===== src/rtl/store_pack_buffer.sv =====
// ---------------------------------------------------------------------------
// store_pack_buffer
//   Narrows CPU store data (byte / halfword / word) onto the little-endian
//   byte lanes of a 32-bit data-memory word and generates byte enables.
//   Accepted stores are queued in a DEPTH-entry FIFO and drained to data
//   memory over a req/ack handshake. Misaligned or reserved-size stores
//   complete the handshake but are dropped, and st_misalign_o is raised
//   for the following cycle.
//
// Ports
//   clk_i          clock, rising edge
//   rst_i          asynchronous active-high reset
//   st_valid_i     store request from the MEM stage
//   st_size_i      00 byte, 01 halfword, 10 word, 11 reserved
//   st_addr_i      byte address
//   st_data_i      register data (low byte / halfword used for narrow sizes)
//   st_ready_o     request accepted this cycle (FIFO not full)
//   st_misalign_o  previous accepted request was rejected
//   mem_req_o      write request to data memory
//   mem_addr_o     word address, bits [1:0] always 0
//   mem_wdata_o    lane-replicated write data
//   mem_be_o       byte enables, bit k covers bits [8k+7:8k]
//   mem_ack_i      memory accepted the write (only looked at while mem_req_o)
//   empty_o        FIFO empty and no write outstanding
//
// Drain FSM
//   state  | meaning
//   S_IDLE | nothing queued, mem_req_o low
//   S_BUSY | head entry presented to memory, waiting for mem_ack_i
// ---------------------------------------------------------------------------
module store_pack_buffer #(
    parameter int DEPTH = 2
) (
    input  logic        clk_i,
    input  logic        rst_i,
    input  logic        st_valid_i,
    input  logic [1:0]  st_size_i,
    input  logic [31:0] st_addr_i,
    input  logic [31:0] st_data_i,
    output logic        st_ready_o,
    output logic        st_misalign_o,
    output logic        mem_req_o,
    output logic [31:0] mem_addr_o,
    output logic [31:0] mem_wdata_o,
    output logic [3:0]  mem_be_o,
    input  logic        mem_ack_i,
    output logic        empty_o
);

    localparam int AW = (DEPTH > 1) ? $clog2(DEPTH) : 1;
    localparam int CW = AW + 1;

    typedef enum logic {
        S_IDLE = 1'b0,
        S_BUSY = 1'b1
    } state_t;

    state_t         state_q, state_d;
    logic [CW-1:0]  count_q, count_d;
    logic [AW-1:0]  wr_ptr_q, rd_ptr_q;
    logic           misalign_q;

    logic [29:0]    fifo_addr_q  [DEPTH];
    logic [31:0]    fifo_wdata_q [DEPTH];
    logic [3:0]     fifo_be_q    [DEPTH];

    logic [31:0]    pk_wdata;
    logic [3:0]     pk_be;
    logic           pk_reject;
    logic           accept, push, pop;

    // ready is purely a function of registered occupancy: a pop on a full
    // edge does not open a slot for a push on that same edge.
    assign st_ready_o = (count_q != CW'(DEPTH));
    assign accept     = st_valid_i && st_ready_o;
    assign push       = accept && !pk_reject;
    assign pop        = (state_q == S_BUSY) && mem_ack_i;

    always_comb begin
        pk_wdata  = '0;
        pk_be     = '0;
        pk_reject = 1'b0;
        unique case (st_size_i)
            2'b00: begin
                pk_wdata = {4{st_data_i[7:0]}};
                pk_be    = 4'b0001 << st_addr_i[1:0];
            end
            2'b01: begin
                pk_wdata  = {2{st_data_i[15:0]}};
                pk_be     = st_addr_i[1] ? 4'b1100 : 4'b0011;
                pk_reject = st_addr_i[0];
            end
            2'b10: begin
                pk_wdata  = st_data_i;
                pk_be     = 4'b1111;
                pk_reject = (st_addr_i[1:0] != 2'b00);
            end
            default: begin
                pk_reject = 1'b1;
            end
        endcase
    end

    always_comb begin
        count_d = count_q;
        if (push && !pop) begin
            count_d = count_q + CW'(1);
        end else if (pop && !push) begin
            count_d = count_q - CW'(1);
        end
    end

    // A push into an idle buffer moves straight to BUSY so the request is
    // visible the cycle after acceptance; a push on the edge that pops the
    // last entry keeps the FSM in BUSY.
    always_comb begin
        state_d   = state_q;
        mem_req_o = 1'b0;
        unique case (state_q)
            S_IDLE: begin
                if (count_d != '0) begin
                    state_d = S_BUSY;
                end
            end
            S_BUSY: begin
                mem_req_o = 1'b1;
                if (pop && (count_d == '0)) begin
                    state_d = S_IDLE;
                end
            end
            default: begin
                state_d = S_IDLE;
            end
        endcase
    end

    always_ff @(posedge clk_i or posedge rst_i) begin
        if (rst_i) begin
            state_q    <= S_IDLE;
            count_q    <= '0;
            wr_ptr_q   <= '0;
            rd_ptr_q   <= '0;
            misalign_q <= 1'b0;
        end else begin
            state_q    <= state_d;
            count_q    <= count_d;
            misalign_q <= accept && pk_reject;
            if (push) begin
                wr_ptr_q <= wr_ptr_q + AW'(1);
            end
            if (pop) begin
                rd_ptr_q <= rd_ptr_q + AW'(1);
            end
        end
    end

    always_ff @(posedge clk_i or posedge rst_i) begin
        if (rst_i) begin
            for (int i = 0; i < DEPTH; i++) begin
                fifo_addr_q[i]  <= '0;
                fifo_wdata_q[i] <= '0;
                fifo_be_q[i]    <= '0;
            end
        end else if (push) begin
            fifo_addr_q[wr_ptr_q]  <= st_addr_i[31:2];
            fifo_wdata_q[wr_ptr_q] <= pk_wdata;
            fifo_be_q[wr_ptr_q]    <= pk_be;
        end
    end

    // Memory-side outputs are held at zero while idle so the port is quiet
    // between bursts and at reset.
    assign mem_addr_o    = mem_req_o ? {fifo_addr_q[rd_ptr_q], 2'b00} : 32'h0;
    assign mem_wdata_o   = mem_req_o ? fifo_wdata_q[rd_ptr_q] : 32'h0;
    assign mem_be_o      = mem_req_o ? fifo_be_q[rd_ptr_q] : 4'h0;
    assign st_misalign_o = misalign_q;
    assign empty_o       = (count_q == '0) && !mem_req_o;

endmodule

===== config.mk =====
export PLATFORM = sky130hd
export DESIGN_NAME = store_pack_buffer
export DESIGN_NICKNAME = d
export VERILOG_FILES = /design/src/rtl/store_pack_buffer.sv
export SDC_FILE = /design/constraint.sdc
export NUM_CORES = 1
export LEC_CHECK = 0
export CAP_MARGIN = 15
export CORE_ASPECT_RATIO = 0.7
export CORE_MARGIN = 3
export CORE_UTILIZATION = 52
export DETAILED_ROUTE_END_ITERATION = 7
export PLACE_DENSITY = 0.92
export SYNTH_ARGS = -nofsm -noshare
export SYNTH_HDL_FRONTEND = slang
export SYNTH_SLANG_ARGS = --single-unit

===== constraint.sdc =====
create_clock -name clk_i -period 4.44 [get_ports clk_i]
set_input_delay 0.444 -clock clk_i [delete_from_list [all_inputs] [get_ports clk_i]]
set_output_delay 0.444 -clock clk_i [all_outputs]
set_load 0.02 [all_outputs]

==> metrics, run 1 <==
WHS Endpoint fifo_wdata_q[29]$_DFFE_PP0P_; Leak Pwr 4.19 nW; xor/xnor cell area share of the yosys netlist 0.00380; worst min path class flip-flop to flip-flop; Startpoint Class flip-flop; Clock Skew 0.0117 ns; Total GRT Usage 0.236; Vias 4967; CTS tree built; post-synth top area share 0.499; Worst Setup End Kind output pin; total negative slack 0 ns; largest family of logic cells by synthesized area multiplexers; Final Core Density 0.702; commonest non-fill, non-tap cell in the layout clkdlybuf4s50_1; Worst EP arrival 2.75 ns; Rows 34; Sw Ratio 0.370; Worst Path Required 4.00 ns; outcome complete, no violations; first-pass GRT wire length 27000 um; initial antenna violation count 0; RR Endpoint fifo_addr_q[22]$_DFFE_PP0P_; Worst VDD drop 0.558 mV; Critical Path Max Stage Delay 1.06 ns; simple-gate share of the synthesized area 0.127; worst hold path startpoint fifo_wdata_q[29]$_DFFE_PP0P_; cell area after synthesis 6920 um^2; Fillers 897; PnR worst setup slack 1.25 ns; worst setup path category flip-flop to output pin; switching power 2.69 mW; area delta synth->final 29.1%; DRT iter0 DRCs 328; GPL Wtd Cong 0.913; Ys Warns 0; post-CTS resize count 0; initial core utilization 0.544; commonest non-fill, non-tap cells in the layout clkdlybuf4s50_1, dfrtp_1, nand2_1; Power Density 814 nW/um^2; Port Buffers 139; fin crit share 0.719; htree depth 4; clock root cell clkbuf_16; hold buffer count at cts 0; vias per std cell 5.43; clock tree sinks 138; Max clock buf depth 2; Die Area 14700 um^2; Inst Count DP 883; DRC viols 0; Area contributors post-synth dfrtp_1, mux2_4, mux2i_1, nor2b_1, o21ai_0; IO Count 142; GR Overflow Total 0; Worst Path Max Fanout 53; remaining antenna violation count after routing 0; DRT Pass-1 Iters 4; vias in the first global route 5229; Setup Buffers After CTS 0; Clk pwr share 0.192; crit-path cells buf_4, mux2i_1, nor2b_1, clkdlybuf4s50_1; Reg clk slew, reported paths 0.06 ns; Chip Height 103 um; Top delay family on crit path flip-flops; Compound-Gate Fraction of Synth Area 0.0783; share of synthesized cell area in full adder, half adder and majority cells 0.00362; post-synth top area cell dfrtp_1; Die X-Extent 144 um; final period demand of the worst path 3.19 ns; reg2reg setup slack 2.10 ns; share of cells above drive strength 1 0.145; post-synthesis sequential area ratio 0.499; nets 812; Pint 4.58 mW; Worst-Skew Late Latency 0.42 ns; Final Hold Viols 0; syn avg cell area 11.2 um^2; Final setup viols 0; Num CTS Buffers 17; Final Non-Filler Cells 915; hpwl dp 11300 um; post-synthesis mux area share 0.247; Gate power share 0.478; ANT cells 0; worst flop-to-flop path startpoint count_q[0]$_DFF_PP0_; worst-margin pin slew 1.10 ns; Worst Path Buf+Inv 2; Reg2Reg Depth 6; number of register bits inferred by synthesis 138; largest net degree at the start of global routing 74; Routed WL per cell 18.2 um; dpl ws 1.39 ns; critical path's slowest cell dfrtp_4; hold-critical path depth 2; maximum clock rate 0.313 GHz; synthesized instance count 618; final WL 16700 um; RSZ-0062 raised after global routing false; Cell variety after synth 25; Pins Over Slew Limit 0; slew margin rel. 0.264; share of power burned in registers 0.330; max cap viols 0; total power 7.27 mW; area of the core 12700 um^2
## flip-flops by register name, indices dropped and copies added, names as in the netlist
register / count
state_q: 1
fifo_wdata_q: 64
rd_ptr_q: 1
fifo_addr_q: 60
wr_ptr_q: 1
count_q: 2
fifo_be_q: 8
st_misalign_o: 1
## routing by layer
metal | vias up | share of wire | wire, um | global-route usage
met3 | 20 | 0.053 | 885 | 0.0524
li1 | 2328 | - | - | -
met4 | 0 | 0.015 | 257 | 0.0767
met1 | 2445 | 0.44 | 7330 | 0.314
met5 | - | 0 | 0 | 0
met2 | 174 | 0.49 | 8190 | 0.388
## worst max path at each step
stage,start,endpoint,cells after the start
3_3_place_gp,st_size_i[0],fifo_addr_q[23]$_DFFE_PP0P_,5
3_5_place_dp,st_size_i[0],fifo_addr_q[50]$_DFFE_PP0P_,5
4_1_cts,rd_ptr_q$_DFFE_PP0P_,mem_addr_o[28],4
5_1_grt,rd_ptr_q$_DFFE_PP0P_,mem_addr_o[28],4
2_1_floorplan,rst_i,count_q[0]$_DFF_PP0_,1
6_report,rd_ptr_q$_DFFE_PP0P_,mem_addr_o[29],4
## cell usage after synthesis
cell type	number
nor3_4	1
xnor2_1	3
conb_1	1
o211ai_2	1
buf_4	4
a21oi_2	1
inv_1	6
nand2b_1	1
buf_2	17
buf_6	6
mux2_2	3
o211ai_1	1
ha_1	2
nor3b_1	1
clkbuf_1	19
o21ai_0	73
mux2i_1	79
mux2_4	59
dfrtp_1	138
nand2_1	82
o21ai_2	1
o22a_1	1
nor2_1	13
nor2b_1	79
a21oi_1	26
## final cells by class
type	count	area (um^2)	area share
clock buffers	19	443	0.0496
clock inverters	13	145	0.0162
inverters	6	25.0	0.00280
multi-input cells	429	3200	0.358
flip-flops and latches	138	3460	0.387
well taps	162	203	0.0227
repair buffers	148	1460	0.163
## per-stage QoR
stage,cell area [um^2],hold slack [ns]
floorplan,6920,0.449
global placement,8350,0.461
detailed placement,8350,0.470
CTS,8930,0.483
global route,8930,0.505
finish,8930,0.479
## power groups by stage
stage	registers [mW]	clock network (mW)	logic (mW)
floorplan	2.10	0	2.36
global route	2.49	1.48	3.73
global placement	2.35	0	3.38
detailed placement	2.41	0	3.47
CTS	2.40	1.41	3.51
finish	2.40	1.39	3.48
## tightest hold or removal path, cell delays in order (launching register included)
cell	delay [ns]
dfrtp_1	0.34
nand2_1	0.05
o21ai_0	0.06
## cell families (layout without fill, tap and decap cells)
family / count (synthesis) / count (layout)
DFF: 138 / 138
and+or+nand+nor: 177 / 177
other: 1 / 2
xor gates and xnor gates: 3 / 3
AOI/OAI and AO/OA: 104 / 104
adders and majority gates: 2 / 2
muxes: 141 / 141
buffers and inverters: 52 / 186
Power figures use the tool's default switching activity.
==> run 2: changes to the inputs <==
Settings changed: CORE_UTILIZATION 52 to 47, PLACE_DENSITY 0.92 to 0.88.
Clock period 4.44 ns to 2.9 ns, I/O delays scaled along.
==> metrics, run 2 (synthesized netlist as in run 1, its figures left out) <==
DRC viols 0 (unchanged); Setup Buffers After CTS 0 (unchanged); Num CTS Buffers 17 (unchanged); initial antenna violation count 0 (unchanged); hpwl dp 11700 um (was 11300 um); Worst EP arrival 2.33 ns (was 2.75 ns); Worst-Skew Late Latency 0.40 ns (was 0.42 ns); initial core utilization 0.489 (was 0.544); outcome complete, no violations (unchanged); total negative slack 0 ns (unchanged); max cap viols 0 (unchanged); DRT iter0 DRCs 327 (was 328); vias in the first global route 5111 (was 5229); clock root cell clkbuf_16 (unchanged); remaining antenna violation count after routing 0 (unchanged); GR Overflow Total 0 (unchanged); ANT cells 0 (unchanged); area of the core 14100 um^2 (was 12700 um^2); fin crit share 0.902; post-CTS resize count 0 (unchanged); Worst Path Required 2.61 ns (was 4.00 ns); worst min path class primary input to async pin (was flip-flop to flip-flop); Max clock buf depth 2 (unchanged); first-pass GRT wire length 27400 um (was 27000 um); worst-margin pin slew 0.633 ns (was 1.10 ns); Startpoint Class flip-flop (unchanged); final period demand of the worst path 2.62 ns; Final Hold Viols 0 (unchanged); dpl ws 0.594 ns (was 1.39 ns); Power Density 1250 nW/um^2 (was 814 nW/um^2); Clock Skew 0.0113 ns (was 0.0117 ns); final WL 17000 um (was 16700 um); Final Core Density 0.644 (was 0.702); maximum clock rate 0.382 GHz; vias per std cell 5.34 (was 5.43); DRT Pass-1 Iters 4 (unchanged); Rows 36 (was 34); Routed WL per cell 17.9 um (was 18.2 um); max FFs per register 64 (unchanged); largest net degree at the start of global routing 72 (was 74); Largest Register fifo_wdata_q (unchanged); IO Count 142 (unchanged); worst setup path category flip-flop to output pin (unchanged); Vias 5059 (was 4967); slew margin rel. 0.578 (was 0.264); Leak Pwr 4.26 nW (was 4.19 nW); commonest non-fill, non-tap cells in the layout clkdlybuf4s50_1, dfrtp_1, nand2_1 (unchanged); Final setup viols 0 (unchanged); CTS tree built (unchanged); GPL Wtd Cong 0.835 (was 0.913); top flop regs fifo_wdata_q (64), fifo_addr_q (60), fifo_be_q (8) (unchanged); Die Area 16200 um^2 (was 14700 um^2); nets 818 (was 812); PnR worst setup slack 0.283 ns (was 1.25 ns); Die X-Extent 151 um (was 144 um); clock tree sinks 138 (unchanged); Reg clk slew, reported paths 0.06 ns (about the same); Worst Path Max Fanout 35 (was 53); Worst Setup End Kind output pin (unchanged); Total GRT Usage 0.216 (was 0.236); Chip Height 108 um (was 103 um); hold buffer count at cts 0 (unchanged); Port Buffers 139 (unchanged); placed cell areas 8490 um^2 (was 8350 um^2); commonest non-fill, non-tap cell in the layout clkdlybuf4s50_1 (unchanged); area delta synth->final 31.6% (was 29.1%); Design Area, Final 9110 um^2 (was 8930 um^2); total power 11.3 mW (was 7.27 mW); htree depth 4 (unchanged); Pins Over Slew Limit 0 (unchanged); RSZ-0062 raised after global routing false (unchanged); Worst VDD drop 0.737 mV (was 0.558 mV); share of cells above drive strength 1 0.148 (was 0.145)
run 2: cell types whose count changed in the layout (fill, tap and decap cells not counted):
cell and delta:
inv_4 -1, inv_6 -2, clkbuf_8 +2, clkinv_2 +1, buf_4 +1, clkinvlp_4 -1, buf_12 +5, clkbuf_1 +1
bufinv_16 +2, clkinv_4 -4
run 2: area by class of cell:
class                           instances  area, um^2
Clock buffer                           22         474
Clock inverter                          8         143
Fill cell                            1088        5040
Inverter                                6        26.3
Multi-Input combinational cell        429        3200
Sequential cell                       138        3460
Tap cell                              190         238
Timing Repair Buffer                  154        1570
run 2: path summary, 6_finish.rpt:
path / startpoint / to / slack (ns) / cells past startpoint
min: rst_i / fifo_wdata_q[36]$_DFFE_PP0P_ / 0.32 / 2
max: rd_ptr_q$_DFFE_PP0P_ / mem_wdata_o[3] / 0.28 / 4
min in group clk_i: fifo_wdata_q[48]$_DFFE_PP0P_ / fifo_wdata_q[48]$_DFFE_PP0P_ / 0.48 / 2
max in group asynchronous: rst_i / fifo_wdata_q[54]$_DFFE_PP0P_ / 1.83 / 3
min reg2reg: fifo_wdata_q[48]$_DFFE_PP0P_ / fifo_wdata_q[48]$_DFFE_PP0P_ / 0.48 / 2
max reg2reg: count_q[0]$_DFF_PP0_ / fifo_addr_q[8]$_DFFE_PP0P_ / 0.65 / 6
run 2: per-layer routing:
layer | wire, um | GRT usage | vias to the layer above
met5 | 0 | 0 | -
met4 | 175 | 0.0433 | 0
met2 | 7710 | 0.332 | 197
met3 | 1220 | 0.0509 | 15
met1 | 7880 | 0.314 | 2507
li1 | - | - | 2340
run 2: report_power, final:
| part | total, mW | switching (mW) | internal (mW) | leakage (nW) |
|---|---|---|---|---|
| Sequential | 3.47 | 0.635 | 2.84 | 1.70 |
| Combinational | 5.61 | 2.67 | 2.93 | 2.25 |
| Clock | 2.26 | 0.765 | 1.50 | 0.302 |
run 2: critical path, stage by stage (launching register included):
cell and delay [ns]:
dfrtp_4 0.58, buf_12 0.29, mux2i_1 0.39, nor2b_1 0.08, clkdlybuf4s50_1 0.55
run 2: through the flow:
stage          instances  hold slack (ns)
3_5_place_dp         917            0.470
2_1_floorplan        619            0.439
4_1_cts              947            0.320
3_3_place_gp         917            0.461
6_report             947            0.323
5_1_grt              947            0.351
